[src/rtl/vga_scan_gen_pkg.sv]
// Shared timing defaults, pin bundle type and window-decode helper for the VGA scan generator.
package vga_scan_gen_pkg;

    localparam int unsigned CLK_DIV_DEF     = 4;
    localparam int unsigned H_TOTAL_DEF     = 800;
    localparam int unsigned H_SYNC_DEF      = 96;
    localparam int unsigned H_ACT_START_DEF = 144;
    localparam int unsigned H_ACTIVE_DEF    = 640;
    localparam int unsigned V_TOTAL_DEF     = 525;
    localparam int unsigned V_SYNC_DEF      = 2;
    localparam int unsigned V_ACT_START_DEF = 35;
    localparam int unsigned V_ACTIVE_DEF    = 480;

    typedef struct packed {
        logic        hsync;
        logic        vsync;
        logic [11:0] rgb;
    } vga_pins_t;

    localparam vga_pins_t PINS_IDLE = '{hsync: 1'b1, vsync: 1'b1, rgb: 12'h000};

    // Half-open window test; 11-bit bounds so an end value of 1024 is representable.
    function automatic logic in_window(input logic [9:0] pos, input logic [10:0] lo,
                                       input logic [10:0] hi);
        return ({1'b0, pos} >= lo) && ({1'b0, pos} < hi);
    endfunction

endpackage

[src/rtl/vga_scan_gen_pix_en_gen.sv]
// Pixel-rate prescaler: one-clk pix_en every CLK_DIV board clocks, plus a one-clk-early look-ahead.
module pix_en_gen #(
    parameter int unsigned CLK_DIV = 4
) (
    input  logic clk,
    input  logic rst,
    output logic pix_en,
    output logic pix_en_next
);

    localparam int unsigned DW = $clog2(CLK_DIV);
    localparam logic [DW-1:0] LAST = DW'(CLK_DIV - 1);
    localparam logic [DW-1:0] PRE  = DW'(CLK_DIV - 2);

    logic [DW-1:0] div_cnt_q, div_cnt_d;
    logic          pix_en_q, pix_en_d;

    // Next-state for the divider and its registered terminal-count flag.
    always_comb begin
        div_cnt_d = div_cnt_q;
        if (div_cnt_q == LAST) begin
            div_cnt_d = '0;
        end else begin
            div_cnt_d = div_cnt_q + DW'(1);
        end
        pix_en_d = (div_cnt_d == LAST);
    end

    // Divider state register with synchronous active-low reset.
    always_ff @(posedge clk) begin
        if (!rst) begin
            div_cnt_q <= '0;
            pix_en_q  <= 1'b0;
        end else begin
            div_cnt_q <= div_cnt_d;
            pix_en_q  <= pix_en_d;
        end
    end

    assign pix_en      = pix_en_q;
    assign pix_en_next = (div_cnt_q == PRE);

endmodule

[src/rtl/vga_scan_gen.sv]
// 640x480 VGA raster generator: scan counters, visible-window decode, frame tick and
// registered, sync-aligned colour/sync pins.
module vga_scan_gen
    import vga_scan_gen_pkg::*;
#(
    parameter int unsigned CLK_DIV     = CLK_DIV_DEF,
    parameter int unsigned H_TOTAL     = H_TOTAL_DEF,
    parameter int unsigned H_SYNC      = H_SYNC_DEF,
    parameter int unsigned H_ACT_START = H_ACT_START_DEF,
    parameter int unsigned H_ACTIVE    = H_ACTIVE_DEF,
    parameter int unsigned V_TOTAL     = V_TOTAL_DEF,
    parameter int unsigned V_SYNC      = V_SYNC_DEF,
    parameter int unsigned V_ACT_START = V_ACT_START_DEF,
    parameter int unsigned V_ACTIVE    = V_ACTIVE_DEF
) (
    input  logic        clk,
    input  logic        rst,
    input  logic [11:0] pix_rgb,
    output logic [9:0]  hCount,
    output logic [9:0]  vCount,
    output logic        bright,
    output logic        pix_en,
    output logic        frame_tick,
    output logic        hSync,
    output logic        vSync,
    output logic [3:0]  vgaR,
    output logic [3:0]  vgaG,
    output logic [3:0]  vgaB
);

    localparam logic [9:0]  H_LAST     = 10'(H_TOTAL - 1);
    localparam logic [9:0]  V_LAST     = 10'(V_TOTAL - 1);
    localparam logic [9:0]  H_SYNC_W   = 10'(H_SYNC);
    localparam logic [9:0]  V_SYNC_W   = 10'(V_SYNC);
    localparam logic [9:0]  V_VIS_LAST = 10'(V_ACT_START + V_ACTIVE - 1);
    localparam logic [10:0] H_LO       = 11'(H_ACT_START);
    localparam logic [10:0] H_HI       = 11'(H_ACT_START + H_ACTIVE);
    localparam logic [10:0] V_LO       = 11'(V_ACT_START);
    localparam logic [10:0] V_HI       = 11'(V_ACT_START + V_ACTIVE);

    logic       pix_en_s, pix_en_next_s;
    logic [9:0] hcount_q, hcount_d;
    logic [9:0] vcount_q, vcount_d;
    vga_pins_t  pins_q, pins_d;
    logic       frame_tick_q, frame_tick_d;
    logic       bright_s, hs_raw_s, vs_raw_s;

    pix_en_gen #(.CLK_DIV(CLK_DIV)) u_pix_en_gen (
        .clk         (clk),
        .rst         (rst),
        .pix_en      (pix_en_s),
        .pix_en_next (pix_en_next_s)
    );

    assign bright_s = in_window(hcount_q, H_LO, H_HI) && in_window(vcount_q, V_LO, V_HI);
    assign hs_raw_s = (hcount_q >= H_SYNC_W);
    assign vs_raw_s = (vcount_q >= V_SYNC_W);

    // Counter advance, output-stage capture and frame-tick look-ahead.
    always_comb begin
        hcount_d     = hcount_q;
        vcount_d     = vcount_q;
        pins_d       = pins_q;
        frame_tick_d = 1'b0;
        if (pix_en_s) begin
            if (hcount_q == H_LAST) begin
                hcount_d = 10'd0;
                if (vcount_q == V_LAST) begin
                    vcount_d = 10'd0;
                end else begin
                    vcount_d = vcount_q + 10'd1;
                end
            end else begin
                hcount_d = hcount_q + 10'd1;
                vcount_d = vcount_q;
            end
            pins_d.hsync = hs_raw_s;
            pins_d.vsync = vs_raw_s;
            pins_d.rgb   = bright_s ? pix_rgb : 12'h000;
        end else begin
            hcount_d = hcount_q;
            vcount_d = vcount_q;
            pins_d   = pins_q;
        end
        // Counters are frozen until the pix_en edge, so the tick can be registered one clk early.
        if (pix_en_next_s && (hcount_q == H_LAST) && (vcount_q == V_VIS_LAST)) begin
            frame_tick_d = 1'b1;
        end else begin
            frame_tick_d = 1'b0;
        end
    end

    // Scan state and pin registers with synchronous active-low reset.
    always_ff @(posedge clk) begin
        if (!rst) begin
            hcount_q     <= 10'd0;
            vcount_q     <= 10'd0;
            pins_q       <= PINS_IDLE;
            frame_tick_q <= 1'b0;
        end else begin
            hcount_q     <= hcount_d;
            vcount_q     <= vcount_d;
            pins_q       <= pins_d;
            frame_tick_q <= frame_tick_d;
        end
    end

    assign hCount     = hcount_q;
    assign vCount     = vcount_q;
    assign bright     = bright_s;
    assign pix_en     = pix_en_s;
    assign frame_tick = frame_tick_q;
    assign hSync      = pins_q.hsync;
    assign vSync      = pins_q.vsync;
    assign vgaR       = pins_q.rgb[11:8];
    assign vgaG       = pins_q.rgb[7:4];
    assign vgaB       = pins_q.rgb[3:0];

endmodule

[config.mk]
export PLATFORM = sky130hd
export DESIGN_NAME = vga_scan_gen
export DESIGN_NICKNAME = d
export VERILOG_FILES = /design/src/rtl/vga_scan_gen_pkg.sv /design/src/rtl/vga_scan_gen_pix_en_gen.sv /design/src/rtl/vga_scan_gen.sv
export SDC_FILE = /design/constraint.sdc
export NUM_CORES = 1
export LEC_CHECK = 0
export BUFFER_PORTS_ARGS = -buffer_cell sky130_fd_sc_hd__buf_4
export CAP_MARGIN = 20
export CORE_MARGIN = 2
export CORE_UTILIZATION = 57
export CTS_BUF_LIST = sky130_fd_sc_hd__clkbuf_8
export DETAILED_ROUTE_END_ITERATION = 6
export GPL_TIMING_DRIVEN = 0
export PLACE_DENSITY = 0.94
export SYNTH_ARGS = -nofsm -noshare
export SYNTH_HDL_FRONTEND = slang
export SYNTH_SLANG_ARGS = --single-unit
[constraint.sdc]
create_clock -name clk -period 3.5 [get_ports clk]
set_input_delay 0.7 -clock clk [delete_from_list [all_inputs] [get_ports clk]]
set_output_delay 0.7 -clock clk [all_outputs]
set_load 0.02 [all_outputs]
==> metrics, run 1 <==
Final setup viols 0; H-tree depth 2; Synth Flop Type dfxtp_1; Worst Max-Slew Pin Slew slightly below 600 ps; power per standard cell area ~380 mW/mm^2; setup_tns 0 ps; starting density of the core about three fifths; clock skew 5.16 ps; synthesized flop and latch total 38; top cells by area, synth dfxtp_1 44%, a22o_1 6.0%, ha_1 5.0%, nor2_1 3.7%, nand2_1 3.0%; Die Area ~0.0035 mm^2; Pwr Total roughly 0.86 mW; vias in the first global route around 1500; Synthesized Nets 210; fraction of synthesized area in multiplexers about 2.3%; post-cts hold buffer count 0; I/O Buffers 50; clk root buf clkbuf_8; complex-gate fraction of the synthesized area between 10% and 20%; sequential-to-total area share from yosys stat 43.6%; Worst EP required ~2800 ps; gp weighted congestion between 0.8 and 0.9; Antenna Nets Post-Route 0; RSZ-0062 raised after global routing no; status finished clean; Hold WC Path Type flop to flop; area share of the largest cell type after synthesis 43.6%; routed via count between 1500 and 2000; XOR/XNOR Fraction of Synth Area under 10%; Max Root-Sink Buffers 2; Post-Syn Area per Cell 9.24 um^2; ys async rst share 0%; Resize count post-CTS 0; DRT Pass-1 Iters 4; final hold vios 0; largest net degree at the start of global routing 12; maximum VDD drop about 240 uV; Via density a little under 6; CTS tree built; fin crit period approximately 2500 ps; critical path peak fanout 8; Yosys top cell by area dfxtp_1; Post-Synth Simple-Gate Area a little over a quarter; aggregate global routing overflow 0; FP Rows 20; global-route wire length before repair between 6000 and 7000 um; clock-pin slew on the worst setup and hold paths ~70 ps; die height about 60 um; Die X-Extent 59.4 um; WS Path Type flop to primary output; total routed wirelength just over 4000 um; Synth Cell Area 0.00175 mm^2; largest family of logic cells by synthesized area simple AND/OR/NAND/NOR gates; Final period util 72.0%; final net count approximately 270; antenna violations before repair 0; top cells by count, synth 38 x dfxtp_1, 17 x nor2_1, 14 x nand2_1; GRT Resource Usage Total around a quarter; core area between 0.002 and 0.003 mm^2; adder-cell share of the synthesized area 5.01%; Mapped Cells 189; Area growth syn-to-layout 30.3%; CP startpoint kind flop; CP Capture Type primary output; Post-synth EDFFs 0; clock latency on the worst-skew pair 290 ps; Final Max Slew Viols 0; Synth Warn # 0; DR WL/cell 14.6 um; cts bufs inserted 5; Sink Count 38; number of I/O pins 51; Worst EP arrival 1820 ps; Leakage ~0.95 nW; postcts setup bufs 0; placed wire-length estimate 3070 um; Cell variety after synth 41; Max Cap Viol 0; residual DRC count 0; most common cell in the synthesized netlist dfxtp_1; Slew HR between 60% and 70%; antenna cells 0; share of post-route cells with drive strength above 1 ~27%; DRT iter0 DRCs between 60 and 70; FMAX 397 MHz
[kinds of logic after synthesis]
family | after synthesis
xor+xnor | 10
mux | 4
flops | 38
fa+ha+maj | 7
buf+inv | 17
compound gates | 32
simple gates | 81
[layer usage]
layer | wire length, um | global-route usage [%] | up-vias
met5 | 0 | 0 | -
met4 | 104 | 11.7 | 0
met3 | 226 | 7.21 | 13
met2 | 2050 | 40.5 | 49
met1 | 1700 | 30.0 | 756
li1 | - | - | 798
[registers in the layout, indices dropped and copies added, names as in the netlist]
signal / count
vgaR: 4
vCount: 10
vgaG: 4
hCount: 10
u_pix_en_gen.div_cnt_q: 2
vSync: 1
u_pix_en_gen.pix_en: 1
hSync: 1
frame_tick: 1
vgaB: 4
[through the flow]
step / util, % / worst slack [ps] / hold slack, ps / area (um^2) / instances
2_1_floorplan: - / 1370 / 425 / 1750 / 189
3_3_place_gp: 72.6 / 1390 / 436 / 2160 / 272
3_5_place_dp: 72.6 / 1330 / 459 / 2160 / 272
4_1_cts: 76.4 / 984 / 473 / 2280 / 279
5_1_grt: 76.4 / 865 / 489 / 2280 / 279
6_report: 76.4 / 979 / 466 / 2280 / 279
[worst paths after layout]
check / start / endpoint / slack (ps) / cells past startpoint
hold reg to reg: u_pix_en_gen.div_cnt_q[0]$_SDFF_PN0_ / u_pix_en_gen.div_cnt_q[0]$_SDFF_PN0_ / 470 / 1
setup reg to reg: vCount[1]$_SDFFE_PN0P_ / vgaR[0]$_SDFFE_PN0P_ / 1440 / 6
hold / removal: u_pix_en_gen.div_cnt_q[0]$_SDFF_PN0_ / u_pix_en_gen.div_cnt_q[0]$_SDFF_PN0_ / 470 / 1
setup / recovery: vCount[1]$_SDFFE_PN0P_ / bright / 980 / 5
[cells in the final DEF, fill, tap and decap left out, drive strengths merged, types with 2 or more instances in the layout]
| master | Yosys | layout |
|---|---|---|
| buf | 3 | 53 |
| dfxtp | 38 | 38 |
| nor2 | 17 | 17 |
| nand2 | 14 | 14 |
| a22o | 12 | 12 |
| clkbuf | 6 | 12 |
| nand3 | 10 | 10 |
| nor3 | 9 | 9 |
| nor4 | 9 | 9 |
| inv | 7 | 7 |
| ha | 7 | 7 |
| a21oi | 6 | 6 |
| xnor2 | 6 | 6 |
| nand4 | 6 | 6 |
| and3 | 5 | 5 |
| o21ai | 5 | 5 |
| xor2 | 4 | 4 |
| mux2i | 4 | 4 |
| nand2b | 2 | 2 |
| o31ai | 2 | 2 |
| a31oi | 2 | 2 |
[power breakdown]
| group | switching (mW) | internal, mW |
|---|---|---|
| Sequential | 0.00597 | 0.439 |
| Clock | 0.144 | 0.228 |
| Combinational | 0.0248 | 0.0214 |
| Total | 0.175 | 0.688 |
[critical path, cell delays in order (launching register included)]
cell and delay, ps:
dfxtp_1 400, ha_1 270, nor4_1 310, nand3_1 190, a21oi_1 210, buf_4 170
[area by class of cell]
cell class                 instances  area, um^2
sequential                        38         761
tap                               33        41.3
fill                             206         702
clock buffer                       6        82.6
buffer                             9        43.8
inverter                           8        30.0
clock inverter                     1        30.0
timing repair buffer              50         375
multi-input combinational        134         912
Power figures use the tool's default switching activity.
==> inputs of run 2 (changes only) <==
--- a/config.mk
+++ b/config.mk
@@ -8,11 +8,11 @@
 export BUFFER_PORTS_ARGS = -buffer_cell sky130_fd_sc_hd__buf_4
 export CAP_MARGIN = 20
 export CORE_MARGIN = 2
-export CORE_UTILIZATION = 57
+export CORE_UTILIZATION = 53
 export CTS_BUF_LIST = sky130_fd_sc_hd__clkbuf_8
 export DETAILED_ROUTE_END_ITERATION = 6
 export GPL_TIMING_DRIVEN = 0
-export PLACE_DENSITY = 0.94
+export PLACE_DENSITY = 0.88
 export SYNTH_ARGS = -nofsm -noshare
 export SYNTH_HDL_FRONTEND = slang
 export SYNTH_SLANG_ARGS = --single-unit
==> constraint.sdc (replaced) <==
create_clock -name clk -period 2.32 [get_ports clk]
set_input_delay 0.464 -clock clk [delete_from_list [all_inputs] [get_ports clk]]
set_output_delay 0.464 -clock clk [all_outputs]
set_load 0.02 [all_outputs]
==> run 2 against run 1 <==
Global-route usage down 2.6 points. Design area down 0.22%. Clock-buffer cell count down 1. Worst hold slack worse by 73 ps. Sequential cell count unchanged. First-iteration DRC count up 32%. Die area up 7.0%. Combinational power up 52%. Clock skew down 0.84 ps. Largest cell class unchanged.
==> metrics, run 2 (synthesis gave the netlist of run 1 again) <==
antenna cells 0 (unchanged); final hold vios 0 (unchanged); gp weighted congestion 0.829 (-5.4%); WS Path Type flop to primary output; fin crit period ~2200 ps; DRT Pass-1 Iters 4 (unchanged); antenna violations before repair 0 (unchanged); clk root buf clkbuf_8; Die Area 0.00377 mm^2 (+7.0%); CP Capture Type primary output; FP Rows 20 (unchanged); final net count 267 (unchanged); DRT iter0 DRCs 82 (+32%); most frequent cells in the layout 50 x buf_4, 38 x dfxtp_1, 17 x nor2_1; Final setup viols 0 (unchanged); GRT Resource Usage Total 22.3% (-2.6 points); most common cell after layout, fill and taps aside buf_4; Worst EP required 1860 ps (-940 ps); critical path peak fanout 8 (unchanged); status finished clean; clock skew 4.32 ps (-0.843 ps); clock-pin slew on the worst setup and hold paths 70 ps (about the same); Slowest cell on crit path dfxtp_1; Leakage 0.945 nW (-0.64%); cts bufs inserted 5 (unchanged); Critical Path Max Stage Delay 490 ps (+90 ps); ordered cell list for the critical path ha_1, nor4_2, o22a_1, a21oi_1, buf_4; clock latency on the worst-skew pair 280 ps (about the same); fin cells 290 (+3.9%); Worst EP arrival 1700 ps (-120 ps); Antenna Nets Post-Route 0 (unchanged); post-placement setup slack 286 ps (-1040 ps); vias in the first global route 1418 (-6.7%); final core utilization 73.2% (-3.2 points); Final period util between 90% and 100%; total routed wirelength 4200 um (+3.0%); Max Cap Viol 0 (unchanged); aggregate global routing overflow 0 (unchanged); Max Root-Sink Buffers 2 (unchanged); die height 61.4 um (+3.5%); CP startpoint kind flop; Final Max Slew Viols 0 (unchanged); placed cell count 283 (+4.0%); Hold WC Path Type input port to flop; share of post-route cells with drive strength above 1 27.2% (+0.41 points); RSZ-0062 raised after global routing no; largest net degree at the start of global routing 12 (unchanged); FMAX 462 MHz; routed via count 1611 (-0.31%); number of I/O pins 51 (unchanged); Die X-Extent 61.4 um (+3.5%); DR WL/cell 14.5 um (-0.92%); Slew HR 58.6% (-1.7 points); H-tree depth 2 (unchanged); Worst R2R Setup Slack 230 ps (-1210 ps); fill count 257 (+25%); placed wire-length estimate 2980 um (-3.0%); I/O Buffers 50 (unchanged); Sink Count 38 (unchanged); core area 0.00310 mm^2 (+4.2%); starting density of the core 56.3% (-2.4 points); Via density 5.56 (-4.1%); residual DRC count 0 (unchanged); setup_tns 0 ps (unchanged); power per standard cell area 511 mW/mm^2 (+35%); Worst Max-Slew Pin Slew 616 ps (+25.7 ps); maximum VDD drop 349 uV (+43%); Worst Slack Setup Final 154 ps (-825 ps); postcts setup bufs 0 (unchanged); Area growth syn-to-layout 30.0%; CTS tree built; global-route wire length before repair 6320 um (-3.7%)
==> run 2: cell types whose count changed in the layout (fill, tap and decap cells not counted), sizes merged <==
cell    before  now
clkinv       1    3
bufinv       1    0
clkbuf      12   11
==> run 2: cell type report <==
class	instances	area, um^2	area share [%]
plain buffers	9	43.8	1.93
clock buffers	5	68.8	3.03
clock inverters	2	10.0	0.441
inverters	8	30.0	1.32
multi-input cells	134	927	40.8
flip-flops and latches	38	761	33.5
well taps	44	55.1	2.42
repair buffers	50	375	16.5
==> run 2: layer usage <==
layer	track usage (%)	vias to the layer above	wire [um]
li1	-	799	-
met1	30.6	759	1920
met2	35.7	49	2060
met3	4.20	4	195
met4	6.69	0	29
met5	0	-	0
==> run 2: critical path: cells and delay by family, from the launching register on <==
family	cells	cell delay, ps
flip-flops	1	490
AO/OA/AOI/OAI	2	410
AND/OR/NAND/NOR	1	70
adder cells (fa/ha/maj)	1	290
buffers and inverters	1	170
==> run 2: repair_timing <==
action                                  in CTS  in global routing
resized for setup                            0                  2
hold buffers                                 0                  0
endpoints found under the setup margin       0                  1
==> run 2: worst paths after layout <==
path                                        start                                    to  cells after the start
max                        vCount[1]$_SDFFE_PN0P_                                bright                      5
min reg2reg  u_pix_en_gen.div_cnt_q[0]$_SDFF_PN0_  u_pix_en_gen.div_cnt_q[0]$_SDFF_PN0_                      1
max reg2reg                hCount[7]$_SDFFE_PN0P_                vCount[6]$_SDFFE_PN0P_                      5
min                                    pix_rgb[8]                  vgaR[0]$_SDFFE_PN0P_                      2
==> run 2: metrics by stage <==
stage               power (mW)  hold slack [ps]  area (um^2)
global placement         0.752              440         2180
floorplan                0.719              425         1750
detailed placement       0.755              445         2180
global route              1.21              392         2270
CTS                       1.16              393         2260
finish                    1.16              393         2270
==> run 2: where the power goes <==
part           total (mW)  internal (mW)  switching (mW)
Sequential          0.670          0.661         0.00884
Combinational      0.0703         0.0325          0.0378
Clock               0.420          0.202           0.219
